<file path="config.mk">
export PLATFORM = sky130hd
export DESIGN_NAME = seg_scan_ctrl
export DESIGN_NICKNAME = d
export VERILOG_FILES = /design/src/rtl/seg_scan_ctrl.sv
export SDC_FILE = /design/constraint.sdc
export NUM_CORES = 1
export LEC_CHECK = 0
export ABC_AREA = 0
export CELL_PAD_IN_SITES_DETAIL_PLACEMENT = 1
export CELL_PAD_IN_SITES_GLOBAL_PLACEMENT = 2
export CORE_MARGIN = 1
export CORE_UTILIZATION = 39
export DETAILED_ROUTE_END_ITERATION = 12
export GPL_TIMING_DRIVEN = 1
export HOLD_SLACK_MARGIN = 0.05
export PLACE_DENSITY = 0.76
export RECOVER_POWER = 100
export SETUP_SLACK_MARGIN = 0.05
export SLEW_MARGIN = 20
export SYNTH_ARGS = -nofsm -noshare
export SYNTH_HDL_FRONTEND = slang
export SYNTH_SLANG_ARGS = --single-unit
</file>
<file path="constraint.sdc">
create_clock -name clk_in -period 3.1 [get_ports clk_in]
set_clock_uncertainty 0.1 [all_clocks]
set_input_delay 0.62 -clock clk_in [delete_from_list [all_inputs] [get_ports clk_in]]
set_output_delay 0.62 -clock clk_in [all_outputs]
set_load 0.02 [all_outputs]
</file>
<file path="src/rtl/seg_scan_ctrl.sv">
// seg_scan_ctrl: scan scheduler for a 4-digit multiplexed 7-segment display.
// Rotates the digit slots, blanks the first GUARD_CYC cycles of every slot against
// ghosting, applies PWM brightness and takes new digit values over valid/ready.
// New values are promoted only on the slot 3->0 wrap so a frame never mixes digits.
// Optional feature: define LEADING_ZERO_BLANK_EN to blank leading zeros on digits 3..1.
module seg_scan_ctrl #(
    parameter int TICK_DIV  = 10000,
    parameter int GUARD_CYC = 16,
    parameter int BRIGHT_W  = 3
) (
    input  logic                clk_in,
    input  logic                rst_n,
    input  logic                load_valid,
    output logic                load_ready,
    input  logic [15:0]         load_data,
    input  logic [3:0]          load_dp,
    input  logic [3:0]          digit_en,
    input  logic [BRIGHT_W-1:0] bright,
    output logic [3:0]          an,
    output logic [7:0]          cat,
    output logic [1:0]          slot_sel,
    output logic                frame_done
);

    localparam int TICK_W = (TICK_DIV > 1) ? $clog2(TICK_DIV) : 1;
    localparam logic [TICK_W-1:0] TICK_LAST  = TICK_W'(TICK_DIV - 1);
    localparam logic [TICK_W-1:0] GUARD_LAST = TICK_W'((GUARD_CYC > 0) ? GUARD_CYC - 1 : 0);

    typedef enum logic {S_GUARD, S_ACTIVE} state_t;

    state_t              state;
    logic [TICK_W-1:0]   tick;
    logic [BRIGHT_W-1:0] pwm;
    logic [BRIGHT_W-1:0] bright_s;
    logic [3:0]          en_s;
    logic [15:0]         active_data;
    logic [3:0]          active_dp;
    logic [15:0]         pend_data;
    logic [3:0]          pend_dp;
    logic                pending;
    logic                pending_next;
    logic                tick_wrap;
    logic                frame_wrap;
    logic                accept;
    logic [3:0]          nibble;
    logic                dp_bit;
    logic                lz_blank;
    logic                show;
    logic [3:0]          an_p0;
    logic [7:0]          cat_p0;

    // Hex nibble to active-low segments, bit order g..a
    function automatic logic [6:0] seg_decode(input logic [3:0] nib);
        logic [6:0] s;
        case (nib)
            4'h0:    s = 7'b1000000;
            4'h1:    s = 7'b1111001;
            4'h2:    s = 7'b0100100;
            4'h3:    s = 7'b0110000;
            4'h4:    s = 7'b0011001;
            4'h5:    s = 7'b0010010;
            4'h6:    s = 7'b0000010;
            4'h7:    s = 7'b1111000;
            4'h8:    s = 7'b0000000;
            4'h9:    s = 7'b0010000;
            4'hA:    s = 7'b0001000;
            4'hB:    s = 7'b0000011;
            4'hC:    s = 7'b1000110;
            4'hD:    s = 7'b0100001;
            4'hE:    s = 7'b0000110;
            default: s = 7'b0001110;
        endcase
        return s;
    endfunction

    assign tick_wrap  = (tick == TICK_LAST);
    assign frame_wrap = tick_wrap && (slot_sel == 2'd3);
    assign accept     = load_valid && load_ready;

    // Slot timing: tick counter, slot rotation, GUARD/ACTIVE phase, PWM phase, per-slot samples
    always_ff @(posedge clk_in or negedge rst_n) begin
        if (!rst_n) begin
            tick       <= '0;
            slot_sel   <= 2'd0;
            state      <= S_GUARD;
            pwm        <= '0;
            bright_s   <= '0;
            en_s       <= 4'h0;
            frame_done <= 1'b0;
        end else begin
            frame_done <= frame_wrap;
            if (tick == '0) begin
                bright_s <= bright;
                en_s     <= digit_en;
            end
            if (tick_wrap) begin
                tick     <= '0;
                slot_sel <= slot_sel + 2'd1;
                pwm      <= '0;
                state    <= (GUARD_CYC == 0) ? S_ACTIVE : S_GUARD;
            end else begin
                tick <= tick + TICK_W'(1);
                pwm  <= pwm + BRIGHT_W'(1);
                if ((GUARD_CYC > 0) && (tick == GUARD_LAST)) begin
                    state <= S_ACTIVE;
                end
            end
        end
    end

`ifdef LEADING_ZERO_BLANK_EN
    // Blank digits 3..1 while they and every higher digit are zero and their dp is off
    always_comb begin
        lz_blank = 1'b0;
        case (slot_sel)
            2'd3:    lz_blank = (active_data[15:12] == 4'h0)  && !active_dp[3];
            2'd2:    lz_blank = (active_data[15:8]  == 8'h0)  && !active_dp[2];
            2'd1:    lz_blank = (active_data[15:4]  == 12'h0) && !active_dp[1];
            default: lz_blank = 1'b0;
        endcase
    end
`else
    assign lz_blank = 1'b0;
`endif

    // Pick the current slot's digit and decide whether it is lit this cycle;
    // pwm <= bright_s is the duty test pwm < bright_s+1 without widening
    always_comb begin
        nibble = active_data[4*slot_sel +: 4];
        dp_bit = active_dp[slot_sel];
        show   = (state == S_ACTIVE) && (pwm <= bright_s) && en_s[slot_sel] && !lz_blank;
        an_p0  = 4'hF;
        cat_p0 = 8'hFF;
        if (show) begin
            an_p0  = ~(4'b0001 << slot_sel);
            cat_p0 = {~dp_bit, seg_decode(nibble)};
        end
    end

    // Pending occupancy: cleared when a frame wrap promotes it, set by an accepted load
    always_comb begin
        pending_next = pending;
        if (frame_wrap && pending) pending_next = 1'b0;
        if (accept)                pending_next = 1'b1;
    end

    // Double-buffered digits: loads land in pending, active changes only at the frame wrap
    always_ff @(posedge clk_in or negedge rst_n) begin
        if (!rst_n) begin
            active_data <= 16'h0;
            active_dp   <= 4'h0;
            pend_data   <= 16'h0;
            pend_dp     <= 4'h0;
            pending     <= 1'b0;
            load_ready  <= 1'b1;
        end else begin
            if (frame_wrap && pending) begin
                active_data <= pend_data;
                active_dp   <= pend_dp;
            end
            if (accept) begin
                pend_data <= load_data;
                pend_dp   <= load_dp;
            end
            pending    <= pending_next;
            load_ready <= !pending_next;
        end
    end

    // Register the pin drivers so anodes and cathodes switch together, glitch-free
    always_ff @(posedge clk_in or negedge rst_n) begin
        if (!rst_n) begin
            an  <= 4'hF;
            cat <= 8'hFF;
        end else begin
            an  <= an_p0;
            cat <= cat_p0;
        end
    end

endmodule

</file>
# --- Yosys cells after proc, flatten, opt, wreduce, memory -nomap -nowiden ---
# Memories as Yosys holds them, arrays and structs flattened.
# Index checks and enable logic that the tools add are counted.
classes:
  n_reduce_logical: 8
  n_mux: 12
  n_lt_le_gt_ge: 2
  eq_ne: 3
  n_shift: 2
  n_bitwise: 2
  addsub: 3
op_table:
  columns: ["operator", "count"]
  rows:
  - ["16-bit by 5-bit variable part select with 4-bit output", 1]
  - ["14-bit by 1-bit adder with 14-bit output, second input constant", 1]
  - ["14-bit equality test, second input constant", 1]
  - ["14-bit by 4-bit equality test with 1-bit output, second input constant", 1]
  - ["14-bit logical NOT", 1]
  - ["14-bit 2-to-1 mux", 1]
  - ["8-bit 2-to-1 mux", 1]
  - ["1-bit 2-to-1 mux", 6]
  - ["1-bit logical AND", 5]
  - ["1-bit binary-select mux with 2-bit select", 2]
  - ["4-bit 2-to-1 mux", 1]
  - ["4-bit inverter", 1]
  - ["1-bit by 2-bit << shifter with 4-bit output, first input constant", 1]
  - ["3-bit by 1-bit adder with 3-bit output, second input constant", 1]
  - ["3-bit <= comparator", 1]
  - ["2-bit by 3-bit less-than comparator with 1-bit output, second input constant", 1]
  - ["3-bit 2-to-1 mux", 1]
  - ["2-bit by 1-bit adder with 2-bit output, second input constant", 1]
  - ["2-bit equality test, second input constant", 1]
  - ["2-bit nonzero test", 1]
  - ["1-bit logical NOT", 1]
  - ["1-bit inverter", 1]
totals:
  register_bits: 82
  rom_bits: 112
  mem_count: 1
memory_table:
  columns: ["name", "depth", "width", "read_ports", "rd_ports_with_merged_regs", "write_ports", "line_no", "source"]
  rows:
  - ["(no name shown)", 16, 7, 1, 0, 0, "55", "case (nib)"]

# --- Depth between registers and ports, before layout ---
logic_depth:
  depth_word: 6
  ltp_mapped: 8
  depth_no_buf: 7

# --- Least setup slack after synthesis ---
# Ideal clock, no wire load.
synth_path:
  path_kind: "reg-to-reg"
  from: "reg tick[5]"
  to: "reg active_data[0]"
  t_required_ps: 2875
  path_buffers: 1
  period_less_slack_ps: 2537
  path_stages_with_launch: 7
  setup_slack_ps: 563
  setup_time_ps: 125
  arrival_time_ps: 2312
  path_cell_list: "dfrtp_1 > or4_4 > or4_4 > nor2_4 > and3_4 > buf_12 > mux2_4"
synth_between:
  elab_chain_cells: 3
synth_rtl:
  columns: ["item", "line_no", "source"]
  rows:
  - ["start, declared", "32", "logic [TICK_W-1:0] tick;"]
  - ["start signal, assigned", "102", "tick <= tick + TICK_W'(1);"]
  - ["14-bit equality test", "76", "assign tick_wrap = (tick == TICK_LAST);"]
  - ["1-bit logical AND", "77", "assign frame_wrap = tick_wrap && (slot_sel == 2'd3);"]
  - ["1-bit logical AND", "157", "if (frame_wrap && pending) begin"]
  - ["end signal, assigned", "158", "active_data <= pend_data;"]
  - ["end, declared", "36", "logic [15:0] active_data;"]
# No other way between the ends.
# A chain may end at the register's enable or synchronous reset.

# --- Worst setup path in the final report ---
layout_path:
  from: "reg tick[5]"
  to: "reg active_dp[0]"
layout_between:
  elab_chain_cells: 3
layout_rtl:
  columns: ["item", "line_no", "source"]
  rows:
  - ["14-bit equality test", "76", null]
  - ["1-bit logical AND", "77", null]
  - ["1-bit logical AND", "157", null]
  - ["end signal, assigned", "159", "active_dp <= pend_dp;"]
  - ["end, declared", "37", "logic [3:0] active_dp;"]
# No other way between the ends.

==> impl_metrics.yaml <==
placement:
  portBuffers: 45
  hpwlAfterDp_mm: 4.95
  preCtsSetupSlack_ns: 0.404
  gp_congestion: 0.759
global_route:
  grt_start_max_net_pins: 81
  antenna_found_initial: 0
  grt_util_all_layers_pct: 15.9
  grt_pass1_vias: 2386
  gr-total-overflow: 0
  grt_first_pass_wirelength_mm: 12.1
routing:
  wire_per_inst_microns: 15.6
  drtAntennaViolNets: 0
  vias_per_cell: 4.83
  drt-initial-drc-count: 43
  drt_first_pass_iters: 3
  drcViolationCount: 0
  wl_mm: 7.12
  vias: 2202
clocking:
  cts_tree: "built"
  cts_htree_levels: 3
  clock-sinks: 82
  clockBufferDepth: 2
  post-cts-setup-buffers: 0
  clkTransAtPathRegs_ns: 0.08
  ctsResizeCount: 0
  hold_buffers: 0
  clock_latency_ns: 0.35
  numCtsBuffers: 9
  clock-root-buffer: "clkbuf_8"
power:
  vdd_ir_drop_max_mv: 0.255
  leakagePower_nw: 2.00
  power.total_w: 0.00234
  p_per_area_nw_per_um2: 523
synthesis:
  syn_area_per_cell_sq_um: 13.8
  netlist.top_cell.by_area: "dfrtp_1"
  ys_ff_latch: 82
  synth_area_sq_um: 3750
  synthCells: 272
  yosysWarnings: 0
  ys_seq_area_share_pct: 55.1
  ys_types: 35
  ys_top_cells_by_area: "dfrtp_1 46%, dfstp_2 9.1%, mux2_2 8.1%"
  syn_nets: 318
  netlist.area_leader.share_pct: 46.0
timing:
  tightest_slew_ns: 1.91
  setup_viol: 0
  period_needed_ns: 2.76
  period_share_pct: 89.0
  finalSetupTns_ns: 0
  hold_viol_final: 0
  max_freq_mhz: 362
  rsz0062_at_grt: "no"
  setup_slack_ns: 0.340
  drv_slew: 81
  whs_ns: 0.372
  slew_headroom_pct: -27.4
critical_path:
  crit_path_max_fanout: 20
  critPathSlowestCell: "or4_1"
  crit_family: "simple AND/OR/NAND/NOR gates"
  worstRegToRegCells: 5
  ff2ff_setup_slack_ns: 0.34
  required_ns: 3.23
  path_class: "flip-flop to flip-flop"
  critPathBufInv: 0
  end_kind: "flip-flop"
  r2r_end: "active_dp[0]"
  critPathArrivalTime_ns: 2.89
  cpMostUsedCell: "or4_1"
  max_stage_delay_ns: 0.63
  critPathLaunchType: "flip-flop"
  r2r_start: "tick[5]"
  cp_cell_sequence: "or4_1 > or4_1 > nor2_4 > and3_4 > mux2_1"
die:
  die_height_microns: 100
  fp.dieW_microns: 100
  dieArea_sq_um: 10000
  rows: 35
  core_area_sq_um: 9280
  num_io_pins: 46
  start_util_pct: 40.4
final_layout:
  layout.nets: 368
  diodes: 0
  area_growth_pct: 19.3
  final_layout_size_suffix_gt1_share_pct: 21.1
  finish.utilization_pct: 48.2
hold_path:
  holdCritStartpoint: "pwm[0]"
  min_delay_path_depth: 1
  hp-class: "flip-flop to flip-flop"
  min_to: "pwm[0]"
outcome:
  violations: "max-capacitance violations, max-slew violations"
  status: "finished with violations"
flow_run:
  maxCapViolations: 1
==> state kept, by name, summed over array words and instances (netlist names), 4 cells and up <==
name	count
cat	8
an	4
tick	14
active_data	16
active_dp	4
en_s	4
pend_dp	4
pend_data	16
==> metrics by stage <==
step	instance area (sq um)	std cells
after global routing	4480	456
after floorplan	3750	272
after detailed placement	4320	440
after CTS	4570	456
final	4480	456
after global placement	4320	440
==> synthesized netlist by cell type <==
cell type	instances
clkbuf_1	7
nand3b_1	1
mux2_4	20
o21a_1	3
nand3_1	10
o221ai_1	1
a22o_1	1
nand2_1	17
nor3_1	1
nor2b_1	3
o31ai_1	2
nor2_1	12
buf_12	2
o21ai_0	7
or4_1	1
mux4_2	7
dfstp_2	13
nand2b_1	1
and3_1	7
a21oi_1	2
and3_4	1
dfrtp_1	69
o211ai_1	5
buf_1	1
nor2_4	1
nor4b_1	1
ha_1	16
or3b_2	1
or4_4	2
inv_1	11
xnor2_1	5
mux2_2	27
nor3b_1	2
xor2_1	11
a21boi_0	1
==> kinds of logic (layout without fill, tap and decap cells) <==
| kind of cell | count (synthesis) | in the layout | share of synthesized area (%) |
|---|---|---|---|
| AOI/OAI and AO/OA | 22 | 22 | 3.87 |
| xor gates and xnor gates | 16 | 16 | 3.73 |
| adders and majority gates | 16 | 16 | 5.34 |
| buffers and inverters | 21 | 76 | 2.97 |
| DFF | 82 | 82 | 55.1 |
| muxes | 54 | 54 | 20.3 |
| and+or+nand+nor | 61 | 61 | 8.67 |
==> cells in the final DEF, fill, tap and decap left out, types with 2 or more instances in the layout <==
| master | netlist | layout |
|---|---|---|
| nor3b_1 | 2 | 2 |
| a21oi_1 | 2 | 2 |
| xnor2_1 | 5 | 5 |
| clkdlybuf4s50_1 | 0 | 27 |
| nand3_1 | 10 | 10 |
| nor2_1 | 12 | 12 |
| bufinv_16 | 0 | 3 |
| clkbuf_1 | 7 | 3 |
| dlygate4sd3_1 | 0 | 17 |
| clkbuf_8 | 0 | 9 |
| o21a_1 | 3 | 3 |
| xor2_1 | 11 | 11 |
| or4_1 | 1 | 3 |
| nand2_1 | 17 | 17 |
| ha_1 | 16 | 16 |
| dfrtp_1 | 69 | 69 |
| mux4_2 | 7 | 7 |
| inv_6 | 0 | 2 |
| o211ai_1 | 5 | 5 |
| inv_1 | 11 | 11 |
| dfstp_2 | 13 | 13 |
| nor2b_1 | 3 | 3 |
| o31ai_1 | 2 | 2 |
| mux2_2 | 27 | 27 |
| mux2_1 | 0 | 19 |
| and3_1 | 7 | 7 |
| o21ai_0 | 7 | 7 |
==> report_power, final <==
part           total, W  switching (W)  internal [W]
Sequential      0.00122      0.0000497       0.00117
Clock          0.000945       0.000403      0.000542
Combinational  0.000181      0.0000701      0.000111
==> layout make-up <==
type                            instances  area (sq um)
Tap cell                              129           161
Clock buffer                            9           124
Sequential cell                        82          2070
Timing Repair Buffer                   49           464
Fill cell                             984          4810
Multi-Input combinational cell        169          1490
Clock inverter                          7           124
Inverter                               11          41.3
==> worst max path at each step <==
stage,from,end,slack [ns],cells after the start
2_1_floorplan,tick[5],active_data[0],0.56,6
3_3_place_gp,tick[5],active_data[9],0.46,5
3_5_place_dp,tick[5],active_data[5],0.40,5
4_1_cts,tick[5],active_data[15],0.39,5
5_1_grt,tick[5],active_data[11],0.25,5
6_report,tick[5],active_dp[0],0.34,5
==> routing by layer <==
| metal | global-route usage, % | vias to the layer above | share of wire (%) |
|---|---|---|---|
| met5 | 0 | - | 0 |
| met4 | 6.35 | 0 | 1.2 |
| met3 | 2.72 | 8 | 2.8 |
| met2 | 25.4 | 40 | 48 |
| met1 | 21.6 | 1108 | 48 |
| li1 | - | 1046 | - |
Power figures use the tool's default switching activity.
